==> config.mk <==
export PLATFORM = sky130hd
export DESIGN_NAME = apb_master_arbiter
export DESIGN_NICKNAME = d
export VERILOG_FILES = /design/src/rtl/apb_master_arbiter.sv
export SDC_FILE = /design/constraint.sdc
export NUM_CORES = 1
export LEC_CHECK = 0
export BUFFER_PORTS_ARGS = -buffer_cell sky130_fd_sc_hd__buf_2
export CAP_MARGIN = 20
export CORE_AREA = 3 3 158 160
export DETAILED_ROUTE_END_ITERATION = 8
export DIE_AREA = 0 0 161 163
export SLEW_MARGIN = 5
export SYNTH_ARGS = -nofsm -noshare
export SYNTH_HDL_FRONTEND = slang
export SYNTH_SLANG_ARGS = --single-unit
==> constraint.sdc <==
create_clock -name clk -period 3.65 [get_ports clk]
set_clock_uncertainty 0.2 [all_clocks]
set_input_delay 0.5475 -clock clk [delete_from_list [all_inputs] [get_ports clk]]
set_output_delay 0.5475 -clock clk [all_outputs]
set_load 0.01 [all_outputs]
==> src/rtl/apb_master_arbiter.sv <==
// ============================================================================
//  Module      : apb_master_arbiter
//  Description : Round-robin arbiter plus APB master sequencer. Shares one APB
//                bus among NUM_REQ requesters, one single-word command at a
//                time, with an ACCESS-phase timeout so a hung slave cannot
//                hold the bus forever.
//  Ports       : clk, rstn (sync, active-low)
//                req_valid/req_write/req_addr/req_wdata : packed commands
//                req_ready  : one-hot accept pulse (combinational, IDLE only)
//                rsp_valid/rsp_rdata/rsp_err : one-cycle completion
//                addr/sel/penable/write/wdata : APB master outputs
//                rdata/ready/slave_error_in   : APB slave returns
//  Revision    : 1.0 - initial release
// ============================================================================
`ifndef APB_ADDR_WIDTH
`define APB_ADDR_WIDTH 32
`endif
`ifndef APB_DATA_WIDTH
`define APB_DATA_WIDTH 32
`endif

`default_nettype none

module apb_master_arbiter #(
    parameter int NUM_REQ    = 4,
    parameter int ADDR_WIDTH = `APB_ADDR_WIDTH,
    parameter int DATA_WIDTH = `APB_DATA_WIDTH,
    parameter int TIMEOUT    = 16
) (
    input  logic                             clk,
    input  logic                             rstn,
    input  logic [NUM_REQ-1:0]               req_valid,
    input  logic [NUM_REQ-1:0]               req_write,
    input  logic [NUM_REQ*ADDR_WIDTH-1:0]    req_addr,
    input  logic [NUM_REQ*DATA_WIDTH-1:0]    req_wdata,
    output logic [NUM_REQ-1:0]               req_ready,
    output logic [NUM_REQ-1:0]               rsp_valid,
    output logic [DATA_WIDTH-1:0]            rsp_rdata,
    output logic                             rsp_err,
    output logic [ADDR_WIDTH-1:0]            addr,
    output logic                             sel,
    output logic                             penable,
    output logic                             write,
    output logic [DATA_WIDTH-1:0]            wdata,
    input  logic [DATA_WIDTH-1:0]            rdata,
    input  logic                             ready,
    input  logic                             slave_error_in
);

    localparam int                 c_idx_w     = $clog2(NUM_REQ);
    localparam logic [NUM_REQ-1:0] c_one       = NUM_REQ'(1);
    localparam logic [7:0]         c_wait_last = 8'(TIMEOUT - 1);
    localparam logic [c_idx_w-1:0] c_last_req  = c_idx_w'(NUM_REQ - 1);

    typedef enum logic [1:0] {
        S_IDLE   = 2'd0,
        S_SETUP  = 2'd1,
        S_ACCESS = 2'd2
    } state_t;

    state_t                  r_state;
    state_t                  w_next_state;
    logic [c_idx_w-1:0]      r_rr_ptr;
    logic [c_idx_w-1:0]      r_gnt;
    logic [c_idx_w-1:0]      w_gnt;
    logic [7:0]              r_wait;
    logic                    w_done;
    logic                    w_timeout;
    logic [NUM_REQ-1:0]      w_req_ready;

    logic [ADDR_WIDTH-1:0]   r_addr;
    logic [DATA_WIDTH-1:0]   r_wdata;
    logic                    r_write;
    logic                    r_sel;
    logic                    r_penable;
    logic [NUM_REQ-1:0]      r_rsp_valid;
    logic [DATA_WIDTH-1:0]   r_rsp_rdata;
    logic                    r_rsp_err;

    // First valid requester at or above ptr, wrapping past NUM_REQ-1 to 0.
    function automatic logic [c_idx_w-1:0] rr_pick(input logic [NUM_REQ-1:0] v,
                                                   input logic [c_idx_w-1:0] ptr);
        logic [c_idx_w-1:0] pick;
        logic [c_idx_w-1:0] idx;
        logic               found;
        int                 sum;
        pick  = ptr;
        found = 1'b0;
        for (int k = 0; k < NUM_REQ; k++) begin
            sum = int'(ptr) + k;
            if (sum >= NUM_REQ) begin
                sum = sum - NUM_REQ;
            end
            idx = sum[c_idx_w-1:0];
            if (!found && v[idx]) begin
                pick  = idx;
                found = 1'b1;
            end
        end
        return pick;
    endfunction

    always_comb begin
        w_next_state = r_state;
        w_gnt        = rr_pick(req_valid, r_rr_ptr);
        w_done       = 1'b0;
        w_timeout    = 1'b0;
        w_req_ready  = '0;
        case (r_state)
            S_IDLE: begin
                if (|req_valid) begin
                    w_req_ready  = c_one << w_gnt;
                    w_next_state = S_SETUP;
                end
            end
            S_SETUP: begin
                w_next_state = S_ACCESS;
            end
            S_ACCESS: begin
                if (ready) begin
                    w_done = 1'b1;
                end else if (r_wait == c_wait_last) begin
                    // TIMEOUT consecutive ready-low cycles: abandon the slave.
                    w_done    = 1'b1;
                    w_timeout = 1'b1;
                end
                if (w_done) begin
                    w_next_state = S_IDLE;
                end
            end
            default: begin
                w_next_state = S_IDLE;
            end
        endcase
    end

    always_ff @(posedge clk) begin
        if (!rstn) begin
            r_state     <= S_IDLE;
            r_rr_ptr    <= '0;
            r_gnt       <= '0;
            r_wait      <= '0;
            r_addr      <= '0;
            r_wdata     <= '0;
            r_write     <= 1'b0;
            r_sel       <= 1'b0;
            r_penable   <= 1'b0;
            r_rsp_valid <= '0;
            r_rsp_rdata <= '0;
            r_rsp_err   <= 1'b0;
        end else begin
            r_state     <= w_next_state;
            r_rsp_valid <= '0;
            case (r_state)
                S_IDLE: begin
                    if (|req_valid) begin
                        r_gnt   <= w_gnt;
                        r_addr  <= req_addr[w_gnt*ADDR_WIDTH +: ADDR_WIDTH];
                        r_wdata <= req_wdata[w_gnt*DATA_WIDTH +: DATA_WIDTH];
                        r_write <= req_write[w_gnt];
                        r_sel   <= 1'b1;
                    end
                end
                S_SETUP: begin
                    r_penable <= 1'b1;
                    r_wait    <= '0;
                end
                S_ACCESS: begin
                    if (w_done) begin
                        r_sel       <= 1'b0;
                        r_penable   <= 1'b0;
                        r_wait      <= '0;
                        r_rsp_valid <= c_one << r_gnt;
                        // Writes and timed-out transfers return zero data.
                        r_rsp_rdata <= (w_timeout || r_write) ? '0 : rdata;
                        r_rsp_err   <= w_timeout ? 1'b1 : slave_error_in;
                        r_rr_ptr    <= (r_gnt == c_last_req) ? '0 : r_gnt + 1'b1;
                    end else begin
                        r_wait <= r_wait + 8'd1;
                    end
                end
                default: begin
                    r_sel     <= 1'b0;
                    r_penable <= 1'b0;
                end
            endcase
        end
    end

    assign req_ready = w_req_ready;
    assign rsp_valid = r_rsp_valid;
    assign rsp_rdata = r_rsp_rdata;
    assign rsp_err   = r_rsp_err;
    assign addr      = r_addr;
    assign sel       = r_sel;
    assign penable   = r_penable;
    assign write     = r_write;
    assign wdata     = r_wdata;

endmodule

`default_nettype wire

# Yosys cells after proc, flatten, opt, wreduce, memory -nomap -nowiden
# Cells that the tools add are included.
[word_totals] regBits=118 input_bits=300 out_inout_bits=108 elab_cells=100
[classes] add_sub_neg=9 magnitude_cmp=9 n_eq_ne=7 shift=4 n_mux=41 bitwise_logic=2 reduce_logical=16
[op_table] op="variable part select 128 x 8 -> 32 bit" n=2
[op_table] op="2-to-1 mux 32 bit" n=1
[op_table] op="2-to-1 mux 2 bit" n=11
[op_table] op="2-to-1 mux 1 bit" n=17
[op_table] op="one-hot mux 8 bit (2 select lines)" n=1
[op_table] op="less-than comparator 2 x 3 -> 1 bit, second input constant" n=5
[op_table] op="binary-select mux 1 bit (select 2 bit)" n=5
[op_table] op="greater-or-equal comparator 3 bit, second input constant" n=3
[op_table] op="adder 8 x 1 -> 8 bit, second input constant" n=1
[op_table] op="equality test 8 x 4 -> 1 bit, second input constant" n=1
[op_table] op="2-to-1 mux 4 bit" n=2
[op_table] op="2-to-1 mux 8 bit" n=1
[op_table] op="AND reduction 2 bit" n=4
[op_table] op="left shift 1 x 2 -> 4 bit, first input constant" n=2
[op_table] op="subtractor 2 x 1 -> 2 bit, second input constant" n=4
[op_table] op="adder 2 x 2 -> 3 bit, second input constant" n=2
[op_table] op="one-hot mux 1 bit (3 select lines)" n=2
[op_table] op="one-hot mux 2 bit (3 select lines)" n=1
[op_table] op="AND reduction 3 bit" n=2
[op_table] op="equality test 2 bit, second input constant" n=2
[op_table] op="!= test 2 bit, second input constant" n=2
[op_table] op="OR reduction 4 bit" n=1
[op_table] op="adder 2 x 1 -> 3 bit, second input constant" n=1
[op_table] op="greater-or-equal comparator 2 x 3 -> 1 bit, second input constant" n=1
[op_table] op="9 further kinds" n=14

# Longest topological paths before layout
[logic_depth] ltp_word=17 depth_mapped=9 ltp_nobuf=7

# Worst setup path after synthesis
# OpenSTA, ideal clock, no wires.
[synth_path] kind="input-to-output" from="input port req_valid[0]" to="output port req_ready[1]" arrival_time_ns=1.655 required_time_ns=2.902 setup_slack_ns=1.247 path_stages=7 n_path_buf=3 cell_sequence="or2_0 a22oi_2 o221ai_2 buf_6 buf_6 buf_6 nor2_1"
[synth_via] elab_chain_len=15 elab_cells_between_ends=25 classes_between="1 x shift; 17 x mux; 7 x reduce/logical"
[synth_lines] item="start, declared" line_no="32" text="input logic [NUM_REQ-1:0] req_valid,"
[synth_lines] item="binary-select mux 1 bit (select 2 bit)" line_no="95" text="if (!found && v[idx]) begin"
[synth_lines] item="2-to-1 mux 1 bit (not written as such)" line_no="95"
[synth_lines] item="2-to-1 mux 1 bit" line_no="95"
[synth_lines] item="zero test 1 bit" line_no="95"
[synth_lines] item="logical AND 1 bit" line_no="95"
[synth_lines] item="2-to-1 mux 1 bit" line_no="95"
[synth_lines] item="zero test 1 bit" line_no="95"
[synth_lines] item="logical AND 1 bit" line_no="95"
[synth_lines] item="2-to-1 mux 1 bit" line_no="95"
[synth_lines] item="zero test 1 bit" line_no="95"
[synth_lines] item="logical AND 1 bit" line_no="95"
[synth_lines] item="2-to-1 mux 2 bit" line_no="95"
[synth_lines] item="left shift 1 x 2 -> 4 bit" line_no="112" text="w_req_ready = c_one << w_gnt;"
[synth_lines] item="2-to-1 mux 4 bit (*)" line_no="111" text="if (|req_valid) begin"
[synth_lines] item="2-to-1 mux 4 bit (*)" line_no="109" text="case (r_state)"
[synth_lines] item="end, declared" line_no="36" text="output logic [NUM_REQ-1:0] req_ready,"
# Mark *: on every way between the ends. The rest lies on a longest branch, timed or not. The select of a mux whose other input is x is not followed.

# Final worst setup path
[layout_path] from="register r_state[0]" to="output port req_ready[1]"
[layout_via] elab_chain_len=2
[layout_lines] item="start, declared" line_no="61" text="state_t r_state;"
[layout_lines] item="start signal, assigned" line_no="152" text="r_state <= w_next_state;"
[layout_lines] item="zero test 2 bit" line_no="109"
[layout_lines] item="2-to-1 mux 4 bit" line_no="109"
# Every way passes these cells.

==> run summary <==
outcome -> complete, no violations
slowest cell on the critical path -> nor2b_1
Post-synth top flop -> dfxtp_1
Mapped Area -> 5840 µm²
Setup Crit Path Kind -> reg -> out
Util after Layout -> 0.375
CP Cell Sequence -> inv_1 > ha_1 > nor2b_1 > nand2_1 > nor2_1 > buf_2
Flop pwr share -> 0.351
fin nets -> 1291
initial antenna violation count -> 6
Fillers -> 2418
Final Max Slew Viols -> 0
CTS tree -> built
#FFs+latches synth -> 118
switching power -> 1.19 mW
Comb pwr share -> 0.213
clock group share of total power -> 0.436
RD Place Congestion -> 0.837
syn nets -> 898
Die W -> 161 µm
dpl ws -> 0.747 ns
hpwl dp -> 17400 µm
Antenna Nets Post-Route -> 0
Area Growth Syn to Fin -> 51.2%
Switching Fraction -> 0.279
vias in the first global route -> 6082
Internal -> 3.07 mW
max-capacitance violation count -> 0
num ports -> 408
Total Wirelength -> 22300 µm
share of the synthesized area in the top cell type -> 0.405
Worst Path Required -> 2.90 ns
clk root buf -> clkbuf_16
HP Class -> in -> reg
total grt overflow -> 0
ys async rst share -> 0
Slew HR -> 0.442
Cells after Synth -> 593
RSZ-0062 raised after global routing -> false
Rows -> 56
sequential area share after synthesis -> 0.405
post-CTS sizing -> 0
Worst-Skew Late Latency -> 0.41 ns
period utilization -> 0.813
clk sinks -> 118
area leader, netlist -> dfxtp_1
Arr. time, crit path -> 2.22 ns
number of enable flip-flop cells after synthesis -> 0
DR vias -> 6116
Pwr Total -> 4.26 mW
Warnings, synthesis -> 0
Netlist cell types -> 38
first-pass GRT wire length -> 33000 µm
Startpoint Class -> flop
core area -> 23500 µm²
register area -> 2360 µm²
Syn Area/Cell -> 9.85 µm²
endpoints failing hold -> 0
CTS Hold Bufs -> 0
Finished Layout Cells -> 1318
final setup violation count -> 0
Die Y -> 163 µm
Initial Util -> 0.248
die area -> 26200 µm²
CTS buffer count -> 17
largest net degree at the start of global routing -> 59
clock tree buffer depth -> 2
vias per std cell -> 4.64
H-tree depth -> 4
ranking of synthesized cells by area -> dfxtp_1 40%, mux2i_1 23%, o221ai_1 9.8%
WHS -> 0.208 ns
Max VDD drop -> 0.000293 V
PwrDens -> 483 nW/µm²
LEAKAGE -> 4.69 nW
post-DR wirelength/cell -> 16.9 µm
IO buf count -> 407
Area after DPL -> 8170 µm²
multi-input combinational cell area -> 3180 µm²
buffer count from post-CTS setup fixing -> 0
Global Route Usage Sum -> 0.160
crit end category -> output pin
fin area -> 8830 µm²
Worst-path clk slew -> 0.06 ns
TritonRoute pass-1 iters -> 4
Placed Cells -> 1286
Max Clk Rate -> 337 MHz
drt drc -> 0
Slew @ Worst Pin -> 0.835 ns
slowest stage delay, CP -> 0.70 ns
setup ws final -> 0.683 ns
setup_tns -> 0 ns
CP Max Fanout -> 8
share of post-route cells with drive strength above 1 -> 0.465
min cycle time layout -> 2.97 ns
First DRT Iteration DRCs -> 345
## metal layers
metal	track usage	up-vias	wire, µm	part of all wire
li1	-	2991	-	-
met3	0.0560	38	1810	0.081
met1	0.181	2821	8910	0.40
met5	0	-	51	0.0023
met4	0.0454	8	464	0.021
met2	0.284	258	11100	0.50
## registers in the layout, indices dropped and copies added (netlist names)
| name | flops |
|---|---|
| penable | 1 |
| rsp_rdata | 32 |
| rsp_valid | 4 |
| addr | 32 |
| r_gnt | 2 |
| write | 1 |
| rsp_err | 1 |
| r_rr_ptr | 2 |
| r_state | 2 |
| sel | 1 |
| wdata | 32 |
| r_wait | 8 |
## final timing paths
check,from,endpoint,slack [ns],cells after the start
hold / removal,rdata[30],rsp_rdata[30]$_SDFFE_PN0P_,0.21,3
setup reg to reg,r_rr_ptr[0]$_SDFFE_PN0P_,addr[4]$_SDFFE_PN0P_,1.04,7
hold reg to reg,wdata[19]$_SDFFE_PN0P_,wdata[19]$_SDFFE_PN0P_,0.25,2
setup / recovery,r_state[0]$_SDFFE_PN0P_,req_ready[1],0.68,6
## kinds of logic after synthesis
logic type      share of synthesized area
xor+xnor                           0.0105
fa+ha+maj                          0.0107
mux                                 0.228
buf+inv                            0.0551
compound gates                      0.168
simple gates                        0.123
flops                               0.405
## power groups by stage
stage	sequential [mW]	combinational (mW)	clock, mW
detailed placement	1.52	0.917	0
finish	1.50	0.906	1.86
global route	1.51	0.992	1.98
CTS	1.50	0.919	1.92
global placement	1.52	0.904	0
floorplan	1.57	0.449	0
## worst max-delay path, delay by kind of cell, from the launching register on
family                     cells  cell delay (ns)
buffers and inverters          2             0.26
DFF                            1             0.31
adders and majority gates      1             0.25
and+or+nand+nor                3             1.00
## area by class of cell
type | count | share of cell area
inverter | 8 | 0.00340
antenna | 1 | 0.000283
timing repair buffer | 423 | 0.249
tap | 319 | 0.0452
clock buffer | 17 | 0.0482
multi-input combinational | 418 | 0.360
clock inverter | 14 | 0.0255
sequential | 118 | 0.268
## synth_stat cells, drive strengths merged (4+ instances only)
cell type  instances
ha                 5
buf               29
nor2              23
nand2             76
o221ai            66
xnor2              4
inv                8
a21oi              4
a22oi             33
mux2i            133
nor3               5
nor2b             36
clkbuf            20
dfxtp            118
o21ai              5
## layout by cell type (no fill, tap or decap), drive strengths merged
master  instances
buf           423
mux2i         133
dfxtp         118
nand2          76
o221ai         66
nor2b          36
a22oi          33
nor2           23
clkbuf         17
inv            10
clkinv          7
nor3            5
ha              5
bufinv          5
o21ai           5
a21oi           4
xnor2           4
and3            3
xor2            3
nand3           3
o221a           2
a21o            2
o31ai           2
nand4           2
a21boi          2
nor4            2
diode           1
and2b           1
or2             1
o31a            1
a211oi          1
and2            1
and3b           1
o21a            1
(Power assumes the default switching activity.)
